[src/rtl/spi_slave_param.sv]
// rtl/spi_slave_param.sv - parametrised SPI slave with one-word TX holding register
module spi_slave_param #(
    parameter int DATA_W      = 8,
    parameter int CPOL        = 0,
    parameter int CPHA        = 0,
    parameter int MSB_FIRST   = 1,
    parameter int SYNC_STAGES = 2
) (
    input  logic              clk,
    input  logic              rst,
    input  logic              SCK,
    input  logic              SIMO,
    input  logic              CS,
    output logic              SOMI,
    output logic              somi_oe,
    input  logic [DATA_W-1:0] tx_data,
    input  logic              tx_load,
    output logic              tx_ready,
    output logic [DATA_W-1:0] rx_data,
    output logic              rx_valid,
    output logic              busy,
    output logic              tx_underrun,
    output logic              frame_err
);
    localparam int               CNT_W    = $clog2(DATA_W);
    localparam logic [CNT_W-1:0] CNT_LAST = CNT_W'(DATA_W - 1);
    localparam logic             CPOL_B   = (CPOL != 0);

    typedef enum logic {IDLE = 1'b0, ACTIVE = 1'b1} state_t;

    state_t                 state;
    logic [SYNC_STAGES:0]   sck_sr;
    logic [SYNC_STAGES:0]   cs_sr;
    logic [SYNC_STAGES-1:0] simo_sr;
    logic [DATA_W-1:0]      tx_shift;
    logic [DATA_W-1:0]      rx_shift;
    logic [DATA_W-1:0]      hold;
    logic                   hold_full;
    logic                   somi_bit;
    logic [CNT_W-1:0]       bit_cnt;

    logic sck_cur, sck_prev, cs_cur, cs_prev, simo_cur;
    logic lead, trail, sample_edge, shift_edge, cs_fall, cs_rise;
    logic start_cs, in_frame, sample_now, wrap, word_start, shift_ok, tx_out_bit;
    logic [DATA_W-1:0] rx_next;
    logic [DATA_W-1:0] tx_shift_next;

    // Pin synchronisers; CS resets deasserted and SCK at its idle level so reset never fakes an edge
    always_ff @(posedge clk) begin
        if (rst) begin
            sck_sr  <= {(SYNC_STAGES+1){CPOL_B}};
            cs_sr   <= '1;
            simo_sr <= '0;
        end else begin
            sck_sr  <= {sck_sr[SYNC_STAGES-1:0], SCK};
            cs_sr   <= {cs_sr[SYNC_STAGES-1:0], CS};
            simo_sr <= {simo_sr[SYNC_STAGES-2:0], SIMO};
        end
    end

    assign sck_cur  = sck_sr[SYNC_STAGES-1];
    assign sck_prev = sck_sr[SYNC_STAGES];
    assign cs_cur   = cs_sr[SYNC_STAGES-1];
    assign cs_prev  = cs_sr[SYNC_STAGES];
    assign simo_cur = simo_sr[SYNC_STAGES-1];

    // Leading edge leaves the idle level, trailing edge returns to it
    assign lead        = (sck_cur != CPOL_B) && (sck_prev == CPOL_B);
    assign trail       = (sck_cur == CPOL_B) && (sck_prev != CPOL_B);
    assign sample_edge = (CPHA != 0) ? trail : lead;
    assign shift_edge  = (CPHA != 0) ? lead : trail;
    assign cs_fall     = cs_prev && !cs_cur;
    assign cs_rise     = !cs_prev && cs_cur;

    assign start_cs   = (state == IDLE) && cs_fall;
    assign in_frame   = (state == ACTIVE) && !cs_rise;
    assign sample_now = in_frame && sample_edge;
    assign wrap       = (bit_cnt == CNT_LAST);
    assign word_start = start_cs || (sample_now && wrap);

    // With CPHA=0 the trailing edge after the last sample must not disturb the freshly loaded word
    assign shift_ok = (CPHA != 0) ? 1'b1 : (bit_cnt != '0);

    assign rx_next       = (MSB_FIRST != 0) ? {rx_shift[DATA_W-2:0], simo_cur}
                                            : {simo_cur, rx_shift[DATA_W-1:1]};
    assign tx_out_bit    = (MSB_FIRST != 0) ? tx_shift[DATA_W-1] : tx_shift[0];
    assign tx_shift_next = (MSB_FIRST != 0) ? {tx_shift[DATA_W-2:0], 1'b0}
                                            : {1'b0, tx_shift[DATA_W-1:1]};

    // Frame FSM, holding register handshake, TX/RX shifting and status pulses
    always_ff @(posedge clk) begin
        if (rst) begin
            state       <= IDLE;
            tx_shift    <= '0;
            rx_shift    <= '0;
            hold        <= '0;
            hold_full   <= 1'b0;
            somi_bit    <= 1'b0;
            bit_cnt     <= '0;
            rx_data     <= '0;
            rx_valid    <= 1'b0;
            tx_underrun <= 1'b0;
            frame_err   <= 1'b0;
        end else begin
            rx_valid    <= 1'b0;
            tx_underrun <= 1'b0;
            frame_err   <= 1'b0;

            if (start_cs) begin
                state <= ACTIVE;
            end else if ((state == ACTIVE) && cs_rise) begin
                state <= IDLE;
            end

            // A full register is consumed at word start; an empty one may still accept tx_load then
            if (word_start && hold_full) begin
                hold_full <= 1'b0;
            end else if (tx_load && !hold_full) begin
                hold      <= tx_data;
                hold_full <= 1'b1;
            end

            if (word_start) begin
                tx_shift <= hold_full ? hold : '0;
                if (!hold_full) begin
                    tx_underrun <= 1'b1;
                end
            end else if (in_frame && shift_edge && shift_ok) begin
                tx_shift <= tx_shift_next;
                if (CPHA != 0) begin
                    somi_bit <= tx_out_bit;
                end
            end

            if (start_cs) begin
                bit_cnt <= '0;
            end else if ((state == ACTIVE) && cs_rise) begin
                bit_cnt  <= '0;
                rx_shift <= '0;
                if (bit_cnt != '0) begin
                    frame_err <= 1'b1;
                end
            end else if (sample_now) begin
                rx_shift <= rx_next;
                if (wrap) begin
                    bit_cnt  <= '0;
                    rx_data  <= rx_next;
                    rx_valid <= 1'b1;
                end else begin
                    bit_cnt <= bit_cnt + 1'b1;
                end
            end
        end
    end

    assign busy     = (state == ACTIVE);
    assign tx_ready = !hold_full;
    assign somi_oe  = !cs_cur;
    assign SOMI     = somi_oe && ((CPHA != 0) ? somi_bit : tx_out_bit);

endmodule

[config.mk]
export PLATFORM = sky130hd
export DESIGN_NAME = spi_slave_param
export DESIGN_NICKNAME = d
export VERILOG_FILES = /design/src/rtl/spi_slave_param.sv
export SDC_FILE = /design/constraint.sdc
export NUM_CORES = 1
export LEC_CHECK = 0
export ABC_CLOCK_PERIOD_IN_PS = 2200
export BUFFER_PORTS_ARGS = -buffer_cell sky130_fd_sc_hd__buf_4
export CAP_MARGIN = 20
export CORE_UTILIZATION = 53
export CTS_BUF_LIST = sky130_fd_sc_hd__clkbuf_8 sky130_fd_sc_hd__clkbuf_16
export DETAILED_ROUTE_END_ITERATION = 6
export PLACE_DENSITY = 0.87
export SLEW_MARGIN = 20
export SYNTH_ARGS = -nofsm -noshare
export SYNTH_HDL_FRONTEND = slang
export SYNTH_SLANG_ARGS = --single-unit
[constraint.sdc]
create_clock -name clk -period 2.2 [get_ports clk]
set_input_delay 0.44 -clock clk [delete_from_list [all_inputs] [get_ports clk]]
set_output_delay 0.44 -clock clk [all_outputs]
set_load 0.1 [all_outputs]
==> results of run 1 <==
-- where the power goes --
part	switching, mW	internal [mW]
logic	0.0731	0.0442
clock network	0.263	0.214
registers	0.0193	0.875
-- per-layer routing --
metal	share of wire, %	up-vias	track usage [%]
li1	-	671	-
met1	49	611	22.3
met2	47	23	31.9
met3	3.5	4	6.55
met4	0.87	0	5.32
met5	0	-	0
-- cell usage after synthesis, drive strengths merged --
cell	count	area (sq um)
nor2	21	78.8
nor3	1	5.00
or2	3	18.8
nand3	1	5.00
and3	1	6.26
a211o	1	8.76
dfxtp	47	941
a22oi	7	52.6
nor2b	10	70.1
nand4	1	6.26
inv	4	15.0
nor3b	1	7.51
a41oi	1	16.3
mux2i	18	180
a211oi	7	52.6
or4b	1	10.0
ha	3	37.5
o21ai	1	5.00
a21oi	18	90.1
nor4b	1	8.76
nand2	19	71.3
nand2b	2	12.5
clkbuf	7	26.3
nand3b	1	7.51
buf	5	27.5
-- stage by stage --
step                total power [mW]  worst slack (ns)  cells  hold WS [ns]  cell area (sq um)
floorplan                      0.996            0.0855    182         0.389               1760
global placement                1.03             0.293    244         0.400               1990
detailed placement              1.03             0.172    244         0.401               1990
CTS                             1.50             0.157    252         0.321               2070
global route                    1.55            0.0609    252         0.326               2070
finish                          1.49             0.188    252         0.326               2070
-- final timing paths --
kind | slack, ns | cells past startpoint | endpoint | start
hold reg to reg | 0.42 | 1 | cs_sr[1] | cs_sr[0]
hold / removal | 0.33 | 2 | cs_sr[0] | CS
setup reg to reg | 0.19 | 6 | tx_shift[7] | bit_cnt[0]
setup / recovery | 0.19 | 6 | tx_shift[7] | bit_cnt[0]
-- worst reg2reg max path, stage by stage, from the launching register on --
cell	delay, ns
dfxtp_1	0.38
inv_1	0.06
ha_1	0.18
nor2b_1	0.14
or4b_1	0.72
mux2i_1	0.20
a211oi_1	0.25
-- cells by family after synthesis --
| family | count (synthesis) |
|---|---|
| compound gates | 35 |
| fa+ha+maj | 3 |
| buf+inv | 16 |
| flops | 47 |
| mux | 18 |
| simple gates | 63 |
-- flip-flops by register name, summed over array words and instances (netlist names), 2 cells and up --
name	count
tx_shift	8
rx_data	8
cs_sr	3
hold	8
simo_sr	2
rx_shift	7
bit_cnt	3
sck_sr	3
-- layout make-up --
type | instances | area (sq um)
flip-flops and latches | 47 | 942
repair buffers | 30 | 225
well taps | 44 | 55.1
clock inverters | 3 | 12.5
fillers | 274 | 1030
multi-input cells | 119 | 751
inverters | 4 | 15.0
clock buffers | 5 | 68.8
==> flow_summary_export.csv, run 1 <==
group,metric,value,unit
global_routing,grt_start_max_net_pins,46,
die,coreArea,3100,sq um
timing,report.final.slew_viol_count,0,
cells_and_area,final_nets,224,
die,std_cell_rows,20,
clocking,numClockSinks,47,
critical_path,crit_fanout,8,
clocking,root_buffer,"clkbuf_8",
timing,hold_viol_final,0,
clocking,post_cts_resized,0,
critical_path,cp-end-kind,"register",
timing,relSlewSlack,64.5,%
synth,synthAdderAreaFrac,2.13,%
drt,final_antenna_net_count,0,
drt,wl_per_cell,11.5,um
synth,ys_seq_area_share,53.4,%
global_routing,grt_pass1_wl,4950,um
placed_design,io_buffers,28,
clocking,clkTransAtPathRegs,0.08,ns
global_routing,track_usage,18.7,%
job,cap_violations,0,
die,initial_core_util,56.7,%
critical_path,worstSetupPathType,"register to register",
synth,syn_area,1760,sq um
drt,first_pass_iters,4,
drt,wl,2890,um
die,die_h,59.6,um
synth,synth_cell_types,27,
cells_and_area,mostFrequentLayoutCell,"dfxtp_1",
clocking,clock_latency,0.29,ns
die,dieArea,3560,sq um
drt,drc,0,
timing,tns,0,ns
drt,avgViaCountPerCell,5.19,
cells_and_area,drive_gt1_share,20.2,%
clocking,htree_levels,2,
timing,rsz0062_at_grt,"false",
critical_path,startpoint_type,"register",
timing,fmax,497,MHz
synth,yosys_warnings,0,
synth,ys_ff_latch,47,
synth,syn_nets,199,
critical_path,slowest_delay,0.72,ns
min_path,min_path_type,"primary input to register",
global_routing,grt_pass1_vias,1207,
clocking,cts_hold_buf,0,
critical_path,required,2.41,ns
die,pin_count,29,
clocking,numCtsBuffers,5,
critical_path,crit_chain,"inv_1 -> ha_1 -> nor2b_1 -> or4b_1 -> mux2i_1 -> a211oi_1",
synth,synth_compound_area_share,12.8,%
die,die_w,59.6,um
critical_path,crit_arrival,2.22,ns
timing,worst_clock_skew,0.00414,ns
placed_design,gp_congestion,0.769,
cells_and_area,fin_util,66.7,%
timing,fin_crit_sh,91.5,%
clocking,clk_path_buf_depth,2,
clocking,cts_tree,"done",
cells_and_area,layout_common_cells,"dfxtp_1, buf_4, nor2_1",
cells_and_area,diodes,0,
run_status,status,"finished, final reports clean",
clocking,post_cts_buffers,0,
synth,syn_area_per_cell,9.67,sq um
timing,tightestPinTransition,0.531,ns
global_routing,antenna_found_initial,0,
synth,synth_xor_area_share,0,%
synth,synth_top_family_by_area,"simple AND/OR/NAND/NOR gates",
drt,drt_iter0_markers,63,
synth,postSynthCellCount,182,
cells_and_area,area.growth.synth_to_final,17.6,%
critical_path,critPathBufInv,1,
synth,synth-simple-area-share,17.5,%
timing,setup_violations,0,
placed_design,place.detailed.hpwl,2050,um
critical_path,critical-path-top-delay-family,"simple AND/OR/NAND/NOR gates",
pwr,powerDensity,719,nW/um^2
drt,vias,1309,
pwr,power.leakage,0.942,nW
synth,synth.area.mux_share,10.2,%
global_routing,overflow,0,
timing,period_minus_slack,2.01,ns
pwr,ir_drop,0.495,mV
critical_path,cp_slowest_cell,"or4b_1",
No activity file was read; power rests on OpenSTA's default activity.
==> run 2, diff against run 1 <==
--- a/config.mk
+++ b/config.mk
@@ -5,13 +5,14 @@
 export SDC_FILE = /design/constraint.sdc
 export NUM_CORES = 1
 export LEC_CHECK = 0
+export ABC_AREA = 1
 export ABC_CLOCK_PERIOD_IN_PS = 2200
-export BUFFER_PORTS_ARGS = -buffer_cell sky130_fd_sc_hd__buf_4
 export CAP_MARGIN = 20
 export CORE_UTILIZATION = 53
 export CTS_BUF_LIST = sky130_fd_sc_hd__clkbuf_8 sky130_fd_sc_hd__clkbuf_16
 export DETAILED_ROUTE_END_ITERATION = 6
-export PLACE_DENSITY = 0.87
+export DONT_BUFFER_PORTS = 1
+export PLACE_DENSITY = 0.79
 export SLEW_MARGIN = 20
 export SYNTH_ARGS = -nofsm -noshare
 export SYNTH_HDL_FRONTEND = slang
==> run 2 against run 1 <==
Compared with the run above:
- sequential cell count did not move
- synthesized area rose by 4.9%
- worst setup slack improved by 0.27 ns
- clock skew rose by 0.0029 ns
- largest power group unchanged
==> flow_summary_export.csv, run 2 <==
group,metric,value,unit
drt,wl,3210,um
synth,synth_cell_types,25,
die,die_h,61.0,um
timing,rsz0062_at_grt,"false",
clocking,cts_hold_buf,0,
clocking,htree_levels,2,
synth,ys_seq_area_share,50.9,%
synth,syn_nets,254,
drt,vias,1526,
min_path,min_path_type,"primary input to register",
critical_path,required,2.43,ns
drt,final_antenna_net_count,0,
clocking,post_cts_resized,0,
pwr,powerDensity,726,nW/um^2
synth,synth.area.mux_share,0,%
timing,relSlewSlack,70.9,%
synth,synthTopCellsByArea,"dfxtp_1, nor2_1, nand2_1",
synth,synth_flop_cell,"dfxtp_1",
global_routing,grt_pass1_vias,1302,
timing,hold_viol_final,0,
synth,syn_area,1850,sq um
timing,period_minus_slack,1.75,ns
synth,postSynthCellCount,237,
die,pin_count,29,
critical_path,crit_fanout,18,
clocking,clock_latency,0.30,ns
drt,wl_per_cell,10.8,um
pwr,power.leakage,0.889,nW
timing,fin_crit_sh,79.4,%
drt,avgViaCountPerCell,5.12,
timing,tns,0,ns
clocking,cts_tree,"done",
die,std_cell_rows,21,
timing,holdWs,0.197,ns
cells_and_area,reg_top3,"hold x8, rx_data x8, tx_shift x8",
timing,tightestPinTransition,0.436,ns
synth,synth_compound_area_share,11.2,%
timing,report.final.slew_viol_count,0,
global_routing,antenna_found_initial,0,
clocking,clkTransAtPathRegs,0.08,ns
cells_and_area,area.growth.synth_to_final,11.9,%
critical_path,startpoint_type,"register",
critical_path,crit_arrival,1.98,ns
global_routing,track_usage,20.1,%
timing,setup_violations,0,
timing,fmax,572,MHz
synth,synth_xor_area_share,0,%
synth,synth_common_cells,"dfxtp_1, nor2_1, nand2_1",
synth,yosysMostFrequentCell,"dfxtp_1",
critical_path,cp-end-kind,"register",
die,dieArea,3720,sq um
job,cap_violations,0,
run_status,status,"finished, final reports clean",
synth,syn_area_per_cell,7.79,sq um
clocking,root_buffer,"clkbuf_8",
placed_design,placedInstanceArea,1980,sq um
synth,synth_top_family_by_area,"simple AND/OR/NAND/NOR gates",
drt,first_pass_iters,5,
synth,synth_top_area_share,50.9,%
cells_and_area,diodes,0,
die,die_w,61.0,um
cells_and_area,final_nets,268,
drt,drc,0,
clocking,numCtsBuffers,5,
cells_and_area,fin_util,61.9,%
synth,yosysTopAreaCell,"dfxtp_1",
die,initial_core_util,55.3,%
critical_path,worstSetupPathType,"register to register",
clocking,post_cts_buffers,0,
clocking,clk_path_buf_depth,2,
cells_and_area,mostFrequentLayoutCell,"dfxtp_1",
synth,synthAdderAreaFrac,2.03,%
cells_and_area,drive_gt1_share,15.1,%
placed_design,gp_congestion,0.826,
synth,ys_ff_latch,47,
pwr,ir_drop,0.574,mV
global_routing,overflow,0,
cells_and_area,layout_common_cells,"dfxtp_1, nor2_1, nand2_1",
die,coreArea,3340,sq um
cells_and_area,final_cell_area,2070,sq um
synth,synth-async-reset-ratio,0,%
pwr,total_power,1.50,mW
synth,synth_edf_count,0,
global_routing,grt_pass1_wl,5410,um
drt,drt_iter0_markers,47,
timing,worst_clock_skew,0.00707,ns
synth,synth-simple-area-share,29.5,%
placed_design,io_buffers,0,
clocking,numClockSinks,47,
synth,yosys_warnings,0,
global_routing,grt_start_max_net_pins,30,
placed_design,place.detailed.hpwl,2290,um
run 2: changes by cell type after synthesis, moves of 2 or more:
| cell | change |
|---|---|
| nand4_1 | +7 |
| o21ai_0 | +18 |
| inv_1 | +10 |
| inv_2 | +5 |
| nand3_1 | +22 |
| a22oi_1 | -7 |
| nor2b_1 | -9 |
| nand2_1 | +16 |
| mux2i_1 | -18 |
| nor2_1 | +24 |
| a211oi_1 | -7 |
| clkbuf_1 | -3 |
| nand2b_1 | -2 |
run 2: stage by stage:
stage	instances	setup WS, ns
after floorplan	237	0.125
after global placement	290	0.569
after detailed placement	290	0.490
after CTS	298	0.454
after global routing	298	0.300
final	298	0.453
run 2: cell type report:
class | instances | area, sq um
clock buffer | 5 | 68.8
clock inverter | 3 | 16.3
fill | 316 | 1270
inverter | 19 | 71.3
multi-input combinational | 162 | 792
sequential | 47 | 941
tap | 46 | 57.6
timing repair buffer | 16 | 120
run 2: critical path, cell delays in order (launching register included):
cell	delay, ns
dfxtp_1	0.38
ha_1	0.17
ha_1	0.17
nand4_2	0.38
buf_4	0.32
nand3_1	0.09
nand2_1	0.07
a21oi_1	0.10
run 2: per-layer routing:
metal	vias up	wire length (um)	track usage (%)
li1	806	-	-
met1	674	1510	24.0
met2	38	1490	32.9
met3	8	156	6.51
met4	0	55	9.42
met5	-	0	0
run 2: cells by family (layout without fill, tap and decap cells):
kind of cell	after synthesis	count (layout)
buf+inv	28	43
fa+ha+maj	3	3
simple gates	121	121
flops	47	47
compound gates	38	38
run 2: path summary, 6_finish.rpt:
| check | startpoint | end | cells past startpoint | slack (ns) |
|---|---|---|---|---|
| setup / recovery | bit_cnt[0] | tx_shift[7] | 7 | 0.45 |
| hold / removal | rst | simo_sr[0] | 1 | 0.20 |
| setup reg to reg | bit_cnt[0] | tx_shift[7] | 7 | 0.45 |
| hold reg to reg | sck_sr[0] | sck_sr[1] | 2 | 0.41 |
run 2: power by group:
group / internal [mW] / total (mW) / switching, mW
logic: 0.0331 / 0.113 / 0.0797
clock network: 0.217 / 0.489 / 0.272
registers: 0.879 / 0.899 / 0.0195
total: 1.13 / 1.50 / 0.371
